File: src/rtl/sum_tree_pkg.sv
// Shared definitions for the pipelined signed adder tree with channel accumulation.
//   clog2        : ceiling log2, used to size the tree depth
//   level_count  : number of operands still alive after a given number of tree levels
//   L/TREE_W/ACC_W : derived widths for the default 9 x 21-bit configuration
//   sat_trunc    : clamps or wraps a wide signed value into an output width, {ovf, result}
//   acc_state_e  : accumulator FSM states
package sum_tree_pkg;

  typedef enum logic {
    IDLE  = 1'b0,
    ACCUM = 1'b1
  } acc_state_e;

  function automatic int clog2(input int v);
    int r;
    r = 0;
    for (int i = 0; i < 31; i++) begin
      if ((1 << i) < v) r = i + 1;
    end
    return r;
  endfunction

  // Each level halves the operand count, rounding up for an odd trailing operand.
  function automatic int level_count(input int n, input int lvl);
    int c;
    c = n;
    for (int i = 0; i < lvl; i++) begin
      c = (c + 1) / 2;
    end
    return c;
  endfunction

  localparam int N_IN_DEF    = 9;
  localparam int IN_W_DEF    = 21;
  localparam int ACC_EXT_DEF = 8;
  localparam int L           = clog2(N_IN_DEF);
  localparam int TREE_W      = IN_W_DEF + L;
  localparam int ACC_W       = TREE_W + ACC_EXT_DEF;

  // Bit 64 of the return value is the overflow flag; bits 63:0 hold the result
  // sign-extended, so the caller keeps only its low out_w bits.
  function automatic logic [64:0] sat_trunc(input logic signed [63:0] value,
                                            input int out_w,
                                            input bit sat);
    logic signed [63:0] maxv;
    logic signed [63:0] minv;
    logic signed [63:0] res;
    logic               ovf;
    maxv = (64'sd1 <<< (out_w - 1)) - 64'sd1;
    minv = -maxv - 64'sd1;
    res  = value;
    ovf  = 1'b0;
    if (sat) begin
      if (value > maxv) begin
        res = maxv;
        ovf = 1'b1;
      end else if (value < minv) begin
        res = minv;
        ovf = 1'b1;
      end
    end else begin
      // Keep the low bits, re-sign-extend, and flag any difference as lost upper bits.
      res = (value <<< (64 - out_w)) >>> (64 - out_w);
      ovf = (res != value);
    end
    return {ovf, res};
  endfunction

endpackage

File: src/rtl/sum_tree_level.sv
// One registered reduction level of the adder tree.
//   clk, rst        : clock and synchronous active-high reset
//   en_i            : advance enable; the level holds its contents while low
//   valid_i/first_i/last_i : sideband travelling with the beat
//   data_i          : N packed operands of W bits
//   valid_o/first_o/last_o : registered sideband
//   data_o          : ceil(N/2) packed partial sums of W bits
module sum_tree_level
  import sum_tree_pkg::*;
#(
  parameter int N = 2,
  parameter int W = 8
) (
  input  logic                       clk,
  input  logic                       rst,
  input  logic                       en_i,
  input  logic                       valid_i,
  input  logic                       first_i,
  input  logic                       last_i,
  input  logic [N*W-1:0]             data_i,
  output logic                       valid_o,
  output logic                       first_o,
  output logic                       last_o,
  output logic [((N+1)/2)*W-1:0]     data_o
);

  localparam int NOut = (N + 1) / 2;

  logic [NOut*W-1:0] sum_d;
  logic [NOut*W-1:0] data_q;
  logic              valid_q;
  logic              first_q;
  logic              last_q;

  // Pairwise adds; an odd trailing operand is forwarded unchanged. Operands are
  // already at the full tree width, so the add cannot overflow.
  for (genvar k = 0; k < NOut; k++) begin : g_pair
    if (2 * k + 1 < N) begin : g_add
      assign sum_d[k*W +: W] = data_i[2*k*W +: W] + data_i[(2*k+1)*W +: W];
    end else begin : g_pass
      assign sum_d[k*W +: W] = data_i[2*k*W +: W];
    end
  end

  // Level register: data and sideband move together, and everything freezes
  // while the downstream stage is stalled.
  always_ff @(posedge clk) begin
    if (rst) begin
      valid_q <= 1'b0;
      first_q <= 1'b0;
      last_q  <= 1'b0;
      data_q  <= '0;
    end else if (en_i) begin
      valid_q <= valid_i;
      first_q <= first_i;
      last_q  <= last_i;
      data_q  <= sum_d;
    end
  end

  assign valid_o = valid_q;
  assign first_o = first_q;
  assign last_o  = last_q;
  assign data_o  = data_q;

endmodule

File: src/rtl/sum_tree_acc.sv
// Pipelined signed adder tree with group accumulation and saturating output.
//   clk, rst             : clock and synchronous active-high reset
//   in_valid, in_ready   : input handshake, one beat of N_IN addends per transfer
//   in_data              : packed signed addends, addend k at [k*IN_W +: IN_W]
//   in_first, in_last    : group delimiters (both set = one-beat group)
//   out_valid, out_ready : output handshake
//   out_sum              : group result, OUT_W bits signed
//   out_ovf              : result was clamped (SAT=1) or wrapped (SAT=0)
module sum_tree_acc
  import sum_tree_pkg::*;
#(
  parameter int N_IN    = 9,
  parameter int IN_W    = 21,
  parameter int OUT_W   = 21,
  parameter int ACC_EXT = 8,
  parameter int SAT     = 1
) (
  input  logic                    clk,
  input  logic                    rst,
  input  logic                    in_valid,
  output logic                    in_ready,
  input  logic [N_IN*IN_W-1:0]    in_data,
  input  logic                    in_first,
  input  logic                    in_last,
  output logic                    out_valid,
  input  logic                    out_ready,
  output logic signed [OUT_W-1:0] out_sum,
  output logic                    out_ovf
);

  localparam int LV = clog2(N_IN);
  localparam int TW = IN_W + LV;
  localparam int AW = TW + ACC_EXT;

  logic              stall;
  logic              advance;
  logic [N_IN*TW-1:0] treeIn;

  logic              treeValid;
  logic              treeFirst;
  logic              treeLast;
  logic signed [TW-1:0] treeSum;
  logic signed [AW-1:0] treeExt;

  acc_state_e        state_q, state_d;
  logic signed [AW-1:0] acc_q, acc_d;
  logic signed [AW-1:0] accNext;
  logic              emit;
  logic [64:0]       satRes;

  logic              outValid_q, outValid_d;
  logic signed [OUT_W-1:0] outSum_q, outSum_d;
  logic              outOvf_q, outOvf_d;

  // A single global stall: a result waiting on the consumer freezes the whole pipe.
  assign stall    = outValid_q && !out_ready;
  assign advance  = !stall;
  assign in_ready = advance;

  // Widen every addend to the tree width up front so all levels share one width.
  for (genvar k = 0; k < N_IN; k++) begin : g_ext
    assign treeIn[k*TW +: TW] = TW'($signed(in_data[k*IN_W +: IN_W]));
  end

  for (genvar j = 0; j < LV; j++) begin : g_lvl
    localparam int NI = level_count(N_IN, j);
    localparam int NO = (NI + 1) / 2;
    logic [NO*TW-1:0] data;
    logic             valid;
    logic             first;
    logic             last;
    if (j == 0) begin : g_head
      sum_tree_level #(.N(NI), .W(TW)) u_level (
        .clk     (clk),
        .rst     (rst),
        .en_i    (advance),
        .valid_i (in_valid),
        .first_i (in_first),
        .last_i  (in_last),
        .data_i  (treeIn),
        .valid_o (valid),
        .first_o (first),
        .last_o  (last),
        .data_o  (data)
      );
    end else begin : g_body
      sum_tree_level #(.N(NI), .W(TW)) u_level (
        .clk     (clk),
        .rst     (rst),
        .en_i    (advance),
        .valid_i (g_lvl[j-1].valid),
        .first_i (g_lvl[j-1].first),
        .last_i  (g_lvl[j-1].last),
        .data_i  (g_lvl[j-1].data),
        .valid_o (valid),
        .first_o (first),
        .last_o  (last),
        .data_o  (data)
      );
    end
  end

  assign treeValid = g_lvl[LV-1].valid;
  assign treeFirst = g_lvl[LV-1].first;
  assign treeLast  = g_lvl[LV-1].last;
  assign treeSum   = g_lvl[LV-1].data;
  assign treeExt   = AW'(treeSum);

  // Accumulator FSM. From IDLE any beat opens a group regardless of first; inside
  // a group a new first drops the partial sum. A last beat emits the running total
  // including itself and returns to IDLE. Invalid slots leave everything alone.
  always_comb begin
    state_d = state_q;
    acc_d   = acc_q;
    accNext = acc_q;
    emit    = 1'b0;
    if (treeValid) begin
      if (state_q == IDLE || treeFirst) begin
        accNext = treeExt;
      end else begin
        accNext = acc_q + treeExt;
      end
      acc_d   = accNext;
      state_d = ACCUM;
      if (treeLast) begin
        emit    = 1'b1;
        state_d = IDLE;
      end
    end
  end

  // Output register inputs. Whenever the pipe advances, any previous result has
  // either been taken or was never present, so valid simply follows emit.
  always_comb begin
    satRes     = sat_trunc(64'(accNext), OUT_W, SAT != 0);
    outValid_d = emit;
    outSum_d   = outSum_q;
    outOvf_d   = outOvf_q;
    if (emit) begin
      outSum_d = OUT_W'(satRes[63:0]);
      outOvf_d = satRes[64];
    end
  end

  // Accumulator, FSM and output registers all hold together with the tree.
  always_ff @(posedge clk) begin
    if (rst) begin
      state_q    <= IDLE;
      acc_q      <= '0;
      outValid_q <= 1'b0;
      outSum_q   <= '0;
      outOvf_q   <= 1'b0;
    end else if (advance) begin
      state_q    <= state_d;
      acc_q      <= acc_d;
      outValid_q <= outValid_d;
      outSum_q   <= outSum_d;
      outOvf_q   <= outOvf_d;
    end
  end

  assign out_valid = outValid_q;
  assign out_sum   = outSum_q;
  assign out_ovf   = outOvf_q;

endmodule

File: config.mk
export PLATFORM = sky130hd
export DESIGN_NAME = sum_tree_acc
export DESIGN_NICKNAME = d
export VERILOG_FILES = /design/src/rtl/sum_tree_pkg.sv /design/src/rtl/sum_tree_level.sv /design/src/rtl/sum_tree_acc.sv
export SDC_FILE = /design/constraint.sdc
export NUM_CORES = 1
export LEC_CHECK = 0
export ABC_AREA = 0
export ABC_CLOCK_PERIOD_IN_PS = 3800
export CAP_MARGIN = 10
export CELL_PAD_IN_SITES_DETAIL_PLACEMENT = 0
export CELL_PAD_IN_SITES_GLOBAL_PLACEMENT = 1
export CORE_ASPECT_RATIO = 1.4
export CORE_MARGIN = 2
export CORE_UTILIZATION = 39
export DETAILED_ROUTE_END_ITERATION = 10
export PLACE_DENSITY = 0.78
export SLEW_MARGIN = 20
export SYNTH_ARGS = -nofsm -noshare
export SYNTH_HDL_FRONTEND = slang
export SYNTH_SLANG_ARGS = --single-unit
export TNS_END_PERCENT = 100
File: constraint.sdc
create_clock -name clk -period 3.8 [get_ports clk]
set_clock_uncertainty 0.05 [all_clocks]
set_input_delay 1.14 -clock clk [delete_from_list [all_inputs] [get_ports clk]]
set_output_delay 1.14 -clock clk [all_outputs]
set_load 0.005 [all_outputs]
* Word-level counts from Yosys, hierarchy flattened
Cells that the tools add are included.
** Storage, ports and cells
- Register bits after elaboration :: 332
- Input bits :: 195
- Output and inout port bits :: 24
- Word-level logic and storage cells :: 49
** Cells by class
- $add $sub $neg :: 9
- $lt $le $gt $ge :: 2
- Mux-type cells :: 9
- Bitwise logic cells :: 2
- Reductions and logical operators :: 6
** Operators with widths (number)
- adder 25 bit :: 4
- adder 21 x 21 -> 22 bit :: 4
- 2-to-1 mux 33 bit :: 2
- 2-to-1 mux 21 bit :: 2
- adder 33 x 25 -> 33 bit :: 1
- > comparator 33 x 21 -> 1 bit (second input constant) :: 1
- < comparator 33 x 21 -> 1 bit (second input constant) :: 1
- 2-to-1 mux 1 bit :: 5
- AND reduction 2 bit :: 2
- zero test 1 bit :: 2
- inverter 1 bit :: 2
- logical AND 1 bit :: 1
- logical OR 1 bit :: 1

* Depth between registers and ports, before layout
Gate-level depths: netlist of run 1.
- Depth after elaboration :: 7
- Depth in mapped cells :: 15
- Depth with buffers taken out :: 14

* Modules after synthesis
Synthesis of run 1 repeated with hierarchy kept, for this count alone.
** Second synthesis, totals
- Cells, all modules :: 3139
- Area, all modules :: 25354.3 um^2
** By module, submodules not included
- sum_tree_level at g_lvl[0].g_head.u_level :: instances 1, cells each 1155, area an instance 9414.0 um^2
- sum_tree_acc :: instances 1, cells each 715, area an instance 5222.5 um^2
- sum_tree_level at g_lvl[1].g_body.u_level :: instances 1, cells each 610, area an instance 5170.0 um^2
- sum_tree_level at g_lvl[2].g_body.u_level :: instances 1, cells each 376, area an instance 3223.1 um^2
- sum_tree_level at g_lvl[3].g_body.u_level :: instances 1, cells each 283, area an instance 2324.7 um^2

* Worst setup path after synthesis of run 1
No wires, ideal clock.
- Kind :: input port to flip-flop
- From :: input in_data[1]
- To :: register g_lvl[0].g_head.u_level.data_q[19]
- Setup time :: 0.117 ns
- Arrival time :: 3.700 ns
- Data required time :: 3.633 ns
- Setup slack :: -0.067 ns
- Stages on the path :: 12
- Path through :: ha_1 > a21o_1 > a21oi_1 > o21ai_0 > a21oi_1 > o31a_1 > o21ai_0 > a41o_1 > o41ai_1 > nor2_1 > a2111o_1 > a32o_1
** Between the ends
- Word-level cells in the longest chain between the ends :: 1
** Ends and longest elaborated chain
- start: declaration :: RTL line sum_tree_acc.sv:22 : input logic [N_IN*IN_W-1:0] in_data,
- adder 21 x 21 -> 22 bit :: RTL line sum_tree_level.sv:39 : assign sum_d[k*W +: W] = data_i[2*k*W +: W] + data_i[(2*k+1)*W +: W];
- end signal: assignment :: RTL line sum_tree_level.sv:57 : data_q <= sum_d;
- end: declaration :: RTL line sum_tree_level.sv:30 : logic [NOut*W-1:0] data_q;
Every way passes these cells.
A chain may end at the register's enable or synchronous reset.

* Final worst setup path of run 1
- From :: register acc_q[5]
- To :: register outSum_q[6] (netlist: out_sum[6])
** Between the ends
- Word-level cells in the longest chain between the ends :: 6
** Ends and longest elaborated chain
- start: declaration :: RTL line sum_tree_acc.sv:46 : logic signed [AW-1:0] acc_q, acc_d;
- start signal: assignment :: RTL line sum_tree_acc.sv:149 : acc_q <= '0;
- start signal: assignment :: RTL line sum_tree_acc.sv:155 : acc_q <= acc_d;
- adder 33 x 25 -> 33 bit :: RTL line sum_tree_acc.sv:121 : accNext = acc_q + treeExt;
- 2-to-1 mux 33 bit :: RTL line sum_tree_acc.sv:118 : if (state_q == IDLE || treeFirst) begin
- 2-to-1 mux 33 bit * :: RTL line sum_tree_acc.sv:117 : if (treeValid) begin
- < comparator 33 x 21 -> 1 bit :: RTL line sum_tree_pkg.sv:57 : end else if (value < minv) begin
- 2-to-1 mux 21 bit :: RTL line sum_tree_pkg.sv:57
- 2-to-1 mux 21 bit * :: RTL line sum_tree_pkg.sv:54 : if (value > maxv) begin
- end signal: assignment :: RTL line sum_tree_acc.sv:157 : outSum_q <= outSum_d;
- end: declaration :: RTL line sum_tree_acc.sv:52 : logic signed [OUT_W-1:0] outSum_q, outSum_d;
Every way passes the cells marked *; elsewhere a longest branch is shown, timed or not.

==> run summary, run 1 <==
Worst Path Required -> 4.19 ns
CTS tree -> built
Cell family with most CP delay -> compound AO/OA/AOI/OAI gates
Psw -> 0.003363 W
Power share of the sequential group -> 0.374
Syn_area_per_cell -> 7.745 µm²
Clock power frac -> 0.320
Pin count of the biggest net entering global routing -> 126
Syn_nets -> 3176
Filler cells -> 5232
Slew Viols, Final -> 0
Pwr Density -> 389.9 mW/mm²
Tcrit/Tclk final -> 1.007
Total die area -> 0.05681 mm²
Routed len/inst -> 16.42 µm
Ys async rst share -> 0
DR pass1 iterations -> 5
Sw Share -> 0.3144
Crit path buf inv count -> 3
PortBufs -> 218
Diode count -> 0
Fin util -> 0.5061
Outcome -> complete, but fails checks
CP Capture Type -> register
Vias/cell -> 5.314
Startpoint type of the worst setup path -> register
Synth Instances -> 2764
Initial antenna violation count -> 0
Most used cell, CP -> buf_6
Final nets -> 3522
Aggregate global-route resource usage -> 0.2156
Hold Vio Cnt, Final -> 0
I/O pins -> 219
CTS H-tree lvls -> 2
Worst min path class -> register to register
Detailed Place HPWL -> 47850 µm
Leak -> 11.70 nW
DRC -> 0
Overflow after GRT -> 0
Register area share after synthesis -> 0.2992
Mapped cell area -> 0.02141 mm²
Relative slew margins -> 0.3974
Area growth from synthesis to layout -> 28.16%
Core area -> 0.05421 mm²
Violated checks -> negative setup slack
Worst EP arrival -> 4.21 ns
Die H -> 281.2 µm
Die X -> 202.0 µm
Drt first-iter violations -> 834
Slew @ Worst Pin -> 0.9039 ns
Placed cell count -> 3766
Root Driver -> clkbuf_16
Number of synthesized register bits -> 320
Clock Sinks -> 320
Synth cell types -> 91
Routability cong. -> 0.8741
Via count -> 20470
Comb pwr share -> 0.306
RSZ-0062 raised after global routing -> true
Clock buffer depth -> 3
Antenna-violating nets left -> 0
Placement Rows -> 101
First-pass GRT wire length -> 101300 µm
EDFF count, synth -> 0
CTS Buf Count -> 35
Final Setup Violations -> 17
CP Class -> register to register
Max_cap viols -> 0
Cell internal pwr -> 0.007334 W
Fmax -> 261.4 MHz
CP max FO -> 5
Final non-filler cell total -> 3852
Detailed Route WL -> 63240 µm
Max incr delay on CP -> 0.47 ns
Most common flop cell mapped by yosys -> dfxtp_1
Clk Latency, worst-skew pair -> 0.53 ns
VDD IR max -> 0.2598 mV
Final worst slack -> -0.02597 ns
CP Cell Sequence -> ha_1 > a2111o_1 > o211a_4 > buf_6 > or2_4 > a211oi_4 > mux2i_1 > a211oi_2 > nor2_1 > or4b_4 > o41a_1 > buf_6 > clkbuf_16 > o32ai_2
Ys Warns -> 0
Fin crit period -> 3.826 ns
Initial core utilization -> 0.3949
Clk slew on worst S/H paths -> 0.06 ns
CP max-delay cell -> or4b_4
Vias in the first global route -> 20260
Share of cells above drive strength 1 -> 0.1274
## power by group through the flow
stage	registers, W	clock network (W)	logic (W)
final	0.00400	0.00342	0.00328
after global routing	0.00404	0.00362	0.00367
after CTS	0.00400	0.00351	0.00323
after detailed placement	0.00407	0	0.00316
after global placement	0.00406	0	0.00311
after floorplan	0.00398	0	0.00217
## cell families (layout without fill, tap and decap cells)
| family | Yosys count | in the layout | share of synthesized area |
|---|---|---|---|
| DFF | 320 | 320 | 0.2992 |
| AOI/OAI and AO/OA | 828 | 828 | 0.2541 |
| and+or+nand+nor | 1031 | 1031 | 0.2112 |
| buffers and inverters | 209 | 576 | 0.03881 |
| adders and majority gates | 217 | 217 | 0.1300 |
| xor gates and xnor gates | 143 | 143 | 0.05850 |
| muxes | 16 | 16 | 0.008182 |
## path summary, 6_finish.rpt
kind | endpoint | depth (start not counted) | start | slack, ns
max | out_sum[6]$_SDFFE_PP0P_ | 14 | acc_q[5]$_SDFFE_PP0N_ | -0.03
min | g_lvl[0].g_head.u_level.data_o[115]$_SDFFE_PP0N_ | 2 | g_lvl[0].g_head.u_level.data_o[115]$_SDFFE_PP0N_ | 0.40
max reg2reg | out_sum[6]$_SDFFE_PP0P_ | 14 | acc_q[5]$_SDFFE_PP0N_ | -0.03
min reg2reg | g_lvl[0].g_head.u_level.data_o[115]$_SDFFE_PP0N_ | 2 | g_lvl[0].g_head.u_level.data_o[115]$_SDFFE_PP0N_ | 0.40
## synth_stat cells (all sizes together), types with 7 or more instances
master / n / area [µm²]
a2111o: 19 / 214.0
a211o: 7 / 61.31
a211oi: 47 / 362.8
a21boi: 13 / 97.60
a21o: 66 / 495.5
a21oi: 340 / 1709
a311oi: 9 / 78.83
a31oi: 39 / 244.0
and2: 12 / 75.07
and3: 20 / 125.1
buf: 26 / 143.9
clkbuf: 102 / 382.9
dfxtp: 320 / 6406
fa: 9 / 180.2
ha: 208 / 2603
inv: 80 / 300.3
mux2i: 14 / 152.6
nand2: 480 / 1804
nand2b: 25 / 156.4
nand3: 37 / 185.2
nand4: 15 / 93.84
nor2: 266 / 1003
nor2b: 40 / 250.2
nor3: 65 / 330.3
nor3b: 7 / 52.55
o2111ai: 10 / 87.58
o211ai: 14 / 105.1
o21a: 18 / 135.1
o21ai: 136 / 684.4
o21bai: 16 / 120.1
o31ai: 12 / 103.9
o32ai: 20 / 317.8
o41ai: 8 / 77.58
or2: 8 / 50.05
or3: 31 / 193.9
xnor2: 93 / 814.5
xor2: 50 / 437.9
## per-stage QoR
| step | setup TNS (ns) | cell area, µm² | setup slack [ns] | hold WS [ns] | power (W) |
|---|---|---|---|---|---|
| 6_report | -0.1997 | 27440 | -0.02597 | 0.4005 | 0.01070 |
| 4_1_cts | -1.106 | 26950 | -0.06296 | 0.4041 | 0.01074 |
| 5_1_grt | -2.762 | 27440 | -0.1444 | 0.4164 | 0.01133 |
| 3_5_place_dp | -26.99 | 25540 | -1.015 | 0.3948 | 0.007232 |
| 2_1_floorplan | 0 | 21420 | 0.0007272 | 0.3791 | 0.006153 |
| 3_3_place_gp | -24.45 | 25480 | -0.8987 | 0.3887 | 0.007176 |
## state kept, by name, indices dropped and copies added, names as in the netlist
name and count:
g_lvl.g_body.u_level.valid_o 3, g_lvl.g_body.u_level.last_o 3, g_lvl.g_head.u_level.data_o 109, out_ovf 1
out_sum 21, state_q 1, g_lvl.g_head.u_level.last_o 1, acc_q 33
g_lvl.g_body.u_level.first_o 3, g_lvl.g_body.u_level.data_o 142, out_valid 1, g_lvl.g_head.u_level.valid_o 1
g_lvl.g_head.u_level.first_o 1
## what timing repair did
| action | CTS | global route |
|---|---|---|
| setup endpoints to repair | 36 | 47 |
| pin swaps | 39 | 76 |
| gates cloned | 2 | 4 |
| resized for setup | 47 | 83 |
| setup buffers | 11 | 12 |
| endpoints found under the hold margin | 0 | 0 |
| hold buffers | 0 | 0 |
## layout make-up
type	count	area (µm²)	area share
clock buffers	45	943.4	0.03438
clock inverters	13	172.7	0.006293
inverters	81	309.0	0.01126
multi-input cells	2235	14630	0.5332
flip-flops and latches	320	6409	0.2336
well taps	721	902.1	0.03288
repair buffers	437	4071	0.1484
## worst reg2reg max path: cells and delay by family (launching register included)
kind	cells	cell delay, ns
AO/OA/AOI/OAI	6	1.49
AND/OR/NAND/NOR	3	0.84
buffers and inverters	3	0.47
flip-flops	1	0.32
adder cells (fa/ha/maj)	1	0.31
multiplexers	1	0.26
## routing by layer
metal  wire length [µm]  vias up  track usage
li1                   -    10530            -
met1              25820     9517       0.2372
met2              33550      323       0.4281
met3               1609      102      0.01867
met4               2264        0      0.07089
met5                  0        -            0
## cells in the final DEF, fill, tap and decap left out, types with 18 or more instances in the layout
cell,n
nor3_1,63
clkdlybuf4s50_1,207
a21oi_1,330
clkbuf_16,38
dfxtp_1,318
ha_1,201
and3_1,20
a211oi_1,41
nand2_1,479
nor2b_1,35
o21a_1,18
xnor2_1,93
nand3_1,34
xor2_1,50
a31oi_1,33
o21ai_0,110
inv_1,78
buf_4,202
a21o_1,66
a2111o_1,19
nand2b_1,24
o32ai_2,18
nor2_1,262
or3_1,30
Power figures use the tool's default switching activity.
==> run 2: changes to the inputs <==
--- a/config.mk
+++ b/config.mk
@@ -11,7 +11,6 @@
 export CELL_PAD_IN_SITES_DETAIL_PLACEMENT = 0
 export CELL_PAD_IN_SITES_GLOBAL_PLACEMENT = 1
 export CORE_ASPECT_RATIO = 1.4
-export CORE_MARGIN = 2
 export CORE_UTILIZATION = 39
 export DETAILED_ROUTE_END_ITERATION = 10
 export PLACE_DENSITY = 0.78
==> run summary, run 2 (same netlist as run 1, synthesis figures left out) <==
Outcome -> complete, but fails checks
Violated checks -> negative setup slack
RSZ-0062 raised after global routing -> true
PortBufs -> 218
Slew Viols, Final -> 0
Max reg flops -> 142
Most frequent cells in the layout -> 479 x nand2_1, 330 x a21oi_1, 318 x dfxtp_1, 261 x nor2_1, 211 x buf_4
Hold Vio Cnt, Final -> 0
Fin crit period -> 3.841 ns
Aggregate global-route resource usage -> 0.2256
Crit path buf inv count -> 3
Filler cells -> 5214
Reg2reg start -> g_lvl[3].g_body.u_level.data_o[0]$_SDFFE_PP0N_
Vias in the first global route -> 20460
Pin count of the biggest net entering global routing -> 135
Share of cells above drive strength 1 -> 0.1288
CTS H-tree lvls -> 2
Worst EP arrival -> 4.23 ns
Via count -> 20540
Reg2reg setup slack -> -0.04 ns
Diode count -> 0
Commonest non-fill, non-tap cell in the layout -> nand2_1
Clk slew on worst S/H paths -> 0.06 ns
Overflow after GRT -> 0
Root Driver -> clkbuf_16
Tcrit/Tclk final -> 1.011
Critical path origin -> g_lvl[3].g_body.u_level.data_o[0]$_SDFFE_PP0N_
Leak -> 11.73 nW
Die H -> 279.2 µm
Pwr Density -> 391.5 mW/mm²
# hold bufs at CTS -> 0
Cell family with most CP delay -> compound AO/OA/AOI/OAI gates
CP Capture Type -> register
Clock buffer depth -> 3
Clk Latency, worst-skew pair -> 0.54 ns
Fmax -> 260.3 MHz
VDD IR max -> 0.2412 mV
Place WS -> -1.010 ns
Max incr delay on CP -> 0.53 ns
Final worst slack -> -0.04149 ns
Detailed Route WL -> 63350 µm
CP Class -> register to register
Tot Pwr -> 0.01079 W
Placement Rows -> 101
CP max-delay cell -> or4b_4
Relative slew margins -> 0.4162
CTS tree -> built
Detailed Place HPWL -> 47680 µm
Clock Sinks -> 320
Core area -> 0.05421 mm²
DR pass1 iterations -> 5
Die X -> 200.0 µm
Area growth from synthesis to layout -> 28.70%
Final nets -> 3527
Final Setup Violations -> 20
Worst Path Required -> 4.19 ns
DRC -> 0
Min-delay src -> g_lvl[1].g_body.u_level.data_o[52]$_SDFFE_PP0N_
I/O pins -> 219
CTS Buf Count -> 35
CP max FO -> 5
Routed len/inst -> 16.42 µm
Slew @ Worst Pin -> 0.8757 ns
Drt first-iter violations -> 829
Initial core utilization -> 0.3949
Routability cong. -> 0.9326
Startpoint type of the worst setup path -> register
Total die area -> 0.05585 mm²
CP Cell Sequence -> ha_4 > inv_2 > fa_2 > nand2b_4 > a21oi_4 > o211a_4 > o21ai_4 > a2111oi_4 > nor3_2 > mux2i_4 > a32oi_2 > or4b_4 > o41a_1 > buf_6 > clkbuf_16 > o32ai_2
First-pass GRT wire length -> 102400 µm
Vias/cell -> 5.325
Initial antenna violation count -> 0
Antenna-violating nets left -> 0
Max_cap viols -> 0
Worst min path class -> register to register
## run 2: changes by cell type in the layout (fill, tap and decap cells not counted), sizes merged, moves of 2 or more
cell and delta:
clkinv -4, dlygate4sd2 +2, clkbuf +3, buf +7
## run 2: worst register-to-register path: stages, from the launching register on
cell and delay, ns:
dfxtp_2 0.35, ha_4 0.14, inv_2 0.03, fa_2 0.33, nand2b_4 0.16, a21oi_4 0.18, o211a_4 0.25, o21ai_4 0.08
a2111oi_4 0.43, nor3_2 0.13, mux2i_4 0.21, a32oi_2 0.13, or4b_4 0.53, o41a_1 0.33, buf_6 0.17, clkbuf_16 0.17
o32ai_2 0.08
## run 2: worst paths after layout
path                            depth (start not counted)                                              end
worst max-delay path                                   16                         out_sum[18]$_SDFFE_PP0P_
worst min-delay path                                    2  g_lvl[1].g_body.u_level.data_o[52]$_SDFFE_PP0N_
worst max register to register                         16                         out_sum[18]$_SDFFE_PP0P_
worst min register to register                          2  g_lvl[1].g_body.u_level.data_o[52]$_SDFFE_PP0N_
## run 2: area by class of cell
type                       count  area (µm²)  share of cell area
multi-input combinational   2235       14720              0.5342
inverter                      81       309.0             0.01122
sequential                   320        6409              0.2326
clock inverter                 9       130.1            0.004723
clock buffer                  50        1022             0.03710
timing repair buffer         442        4063              0.1475
tap                          721       902.1             0.03274
## run 2: what timing repair did
action	CTS	global route
setup buffers	24	3
gates cloned	3	1
resized for setup	56	73
setup endpoints to repair	37	48
pin swaps	41	52
## run 2: routing by layer
| metal | share of wire | track usage | up-vias |
|---|---|---|---|
| li1 | - | - | 10540 |
| met1 | 0.40 | 0.2454 | 9529 |
| met5 | 0 | 0 | - |
| met4 | 0.044 | 0.1067 | 0 |
| met2 | 0.52 | 0.4258 | 344 |
| met3 | 0.029 | 0.02537 | 128 |
## run 2: stage by stage
stage / cells / area [µm²] / TNS, ns / hold slack [ns] / util
finish: 3858 / 27550 / -0.4755 / 0.3996 / 0.5082
floorplan: 2764 / 21420 / 0 / 0.3791 / -
global placement: 3767 / 25530 / -26.24 / 0.3890 / 0.4709
CTS: 3854 / 27160 / -2.675 / 0.4035 / 0.5010
detailed placement: 3768 / 25550 / -29.61 / 0.3963 / 0.4713
global route: 3858 / 27550 / -2.367 / 0.4202 / 0.5082
## run 2: where the power goes
part	internal (W)	total (W)	switching, W
Sequential	0.00374	0.00400	0.000256
Clock	0.00207	0.00348	0.00141
Combinational	0.00159	0.00330	0.00171
Total	0.00741	0.0108	0.00338
==> run 3: changes to the inputs <==
--- a/config.mk
+++ b/config.mk
@@ -7,13 +7,13 @@
 export LEC_CHECK = 0
 export ABC_AREA = 0
 export ABC_CLOCK_PERIOD_IN_PS = 3800
-export CAP_MARGIN = 10
 export CELL_PAD_IN_SITES_DETAIL_PLACEMENT = 0
 export CELL_PAD_IN_SITES_GLOBAL_PLACEMENT = 1
 export CORE_ASPECT_RATIO = 1.4
-export CORE_UTILIZATION = 39
+export CORE_UTILIZATION = 25
 export DETAILED_ROUTE_END_ITERATION = 10
-export PLACE_DENSITY = 0.78
+export PLACE_DENSITY = 0.54
+export RECOVER_POWER = 50
 export SLEW_MARGIN = 20
 export SYNTH_ARGS = -nofsm -noshare
 export SYNTH_HDL_FRONTEND = slang
==> run summary, run 3 (same netlist as run 1, synthesis figures left out) <==
Clk Latency, worst-skew pair -> 0.56 ns
Max incr delay on CP -> 0.41 ns
Worst Path Required -> 4.17 ns
Pin count of the biggest net entering global routing -> 133
CTS tree -> built
Fin util -> 0.3343
CP max-delay cell -> o41a_1
Clock Sinks -> 320
Aggregate global-route resource usage -> 0.1622
CP Cell Sequence -> ha_1 > a211oi_2 > nor2_2 > o41ai_2 > buf_4 > o21ba_4 > a2111oi_4 > buf_4 > buf_4 > o41a_1 > nor2_2 > mux2_2 > o211ai_1 > buf_4 > o2bb2ai_4 > clkbuf_16 > o32ai_2
Final worst slack -> -0.08795 ns
Root Driver -> clkbuf_16
Antenna-violating nets left -> 0
Overflow after GRT -> 0
Clock buffer depth -> 3
Placed cell count -> 4169
Clk slew on worst S/H paths -> 0.06 ns
CP Capture Type -> register
Initial core utilization -> 0.2533
PortBufs -> 218
Tcrit/Tclk final -> 1.023
# hold bufs at CTS -> 0
Via count -> 20530
Core area -> 0.08450 mm²
RSZ-0062 raised after global routing -> true
Filler cells -> 9039
Final Setup Violations -> 21
Vias/cell -> 4.816
Drt first-iter violations -> 773
Share of cells above drive strength 1 -> 0.1383
Worst EP arrival -> 4.26 ns
Commonest non-fill, non-tap cell in the layout -> nand2_1
I/O pins -> 219
Hold Vio Cnt, Final -> 0
Routed len/inst -> 16.95 µm
Most used cell, CP -> buf_4
CP Class -> register to register
Max reg flops -> 142
Detailed Route WL -> 72280 µm
Leak -> 11.92 nW
CP max FO -> 5
Placement Rows -> 126
Worst min path class -> register to register
Setup_tns -> -1.487 ns
Startpoint type of the worst setup path -> register
Fin crit period -> 3.888 ns
Total die area -> 0.08682 mm²
First-pass GRT wire length -> 113000 µm
Initial antenna violation count -> 1
DR pass1 iterations -> 7
Fmax -> 257.2 MHz
VDD IR max -> 0.2576 mV
Die X -> 249.3 µm
Detailed Place HPWL -> 54800 µm
CTS Buf Count -> 39
Vias in the first global route -> 20610
Slew Viols, Final -> 0
DRC -> 0
Relative slew margins -> 0.09100
Violated checks -> negative setup slack
CTS H-tree lvls -> 2
Worst hold slack -> 0.4018 ns
Final non-filler cell total -> 4264
Most frequent cells in the layout -> 479 x nand2_1, 331 x a21oi_1, 314 x dfxtp_1, 262 x nor2_1, 233 x buf_4
Routability cong. -> 0.8353
Slew @ Worst Pin -> 1.363 ns
Die H -> 348.2 µm
Final nets -> 3561
Outcome -> complete, but fails checks
Max_cap viols -> 0
Pwr Density -> 392.6 mW/mm²
Area growth from synthesis to layout -> 31.95%
[run 3: per-layer routing]
metal,track usage,wire length [µm],vias to the layer above
met3,0.01685,1638,105
li1,-,-,10630
met5,0,0,-
met2,0.3191,38550,270
met4,0.05341,2284,0
met1,0.1783,29810,9526
[run 3: layout make-up]
cell class / count / area (µm²) / area share
Antenna cell: 2 / 5.005 / 0.0001772
Clock buffer: 56 / 1140 / 0.04035
Clock inverter: 10 / 112.6 / 0.003986
Inverter: 81 / 309.0 / 0.01094
Multi-Input combinational cell: 2235 / 14650 / 0.5188
Sequential cell: 320 / 6414 / 0.2270
Tap cell: 1088 / 1361 / 0.04819
Timing Repair Buffer: 472 / 4253 / 0.1506
[run 3: worst max-delay path: cells and delay by family, from the launching register on]
family	cells	cell delay [ns]
adders and majority gates	1	0.33
AOI/OAI and AO/OA	8	1.54
muxes	1	0.34
buffers and inverters	5	0.94
DFF	1	0.33
and+or+nand+nor	2	0.19
[run 3: power by group]
part / internal (W) / leakage, nW / switching (W)
logic: 0.00160 / 8.66 / 0.00175
clock network: 0.00221 / 0.614 / 0.00152
registers: 0.00375 / 2.64 / 0.000262
[run 3: stage by stage]
| step | total power [W] | cell area [µm²] | worst slack, ns |
|---|---|---|---|
| global placement | 0.007364 | 26280 | -0.9463 |
| detailed placement | 0.007380 | 26280 | -1.070 |
| finish | 0.01109 | 28250 | -0.08795 |
| floorplan | 0.006153 | 21420 | 0.0007272 |
| global route | 0.01181 | 28250 | -0.1916 |
| CTS | 0.01125 | 27980 | -0.07714 |
[run 3: final timing paths]
path | from | endpoint | slack (ns) | cells past startpoint
worst max register to register | acc_q[15]$_SDFFE_PP0N_ | out_sum[1]$_SDFFE_PP0P_ | -0.09 | 17
worst min-delay path | g_lvl[1].g_body.u_level.data_o[55]$_SDFFE_PP0N_ | g_lvl[1].g_body.u_level.data_o[55]$_SDFFE_PP0N_ | 0.40 | 2
worst max-delay path | acc_q[15]$_SDFFE_PP0N_ | out_sum[1]$_SDFFE_PP0P_ | -0.09 | 17
worst min register to register | g_lvl[1].g_body.u_level.data_o[55]$_SDFFE_PP0N_ | g_lvl[1].g_body.u_level.data_o[55]$_SDFFE_PP0N_ | 0.40 | 2
[run 3: repair_timing]
item,4_1_cts,5_1_grt
buffers inserted,14,9
gates resized for setup,76,51
cloned,3,2
pin swaps,47,32
endpoints found under the hold margin,0,0
setup endpoints to repair,37,48
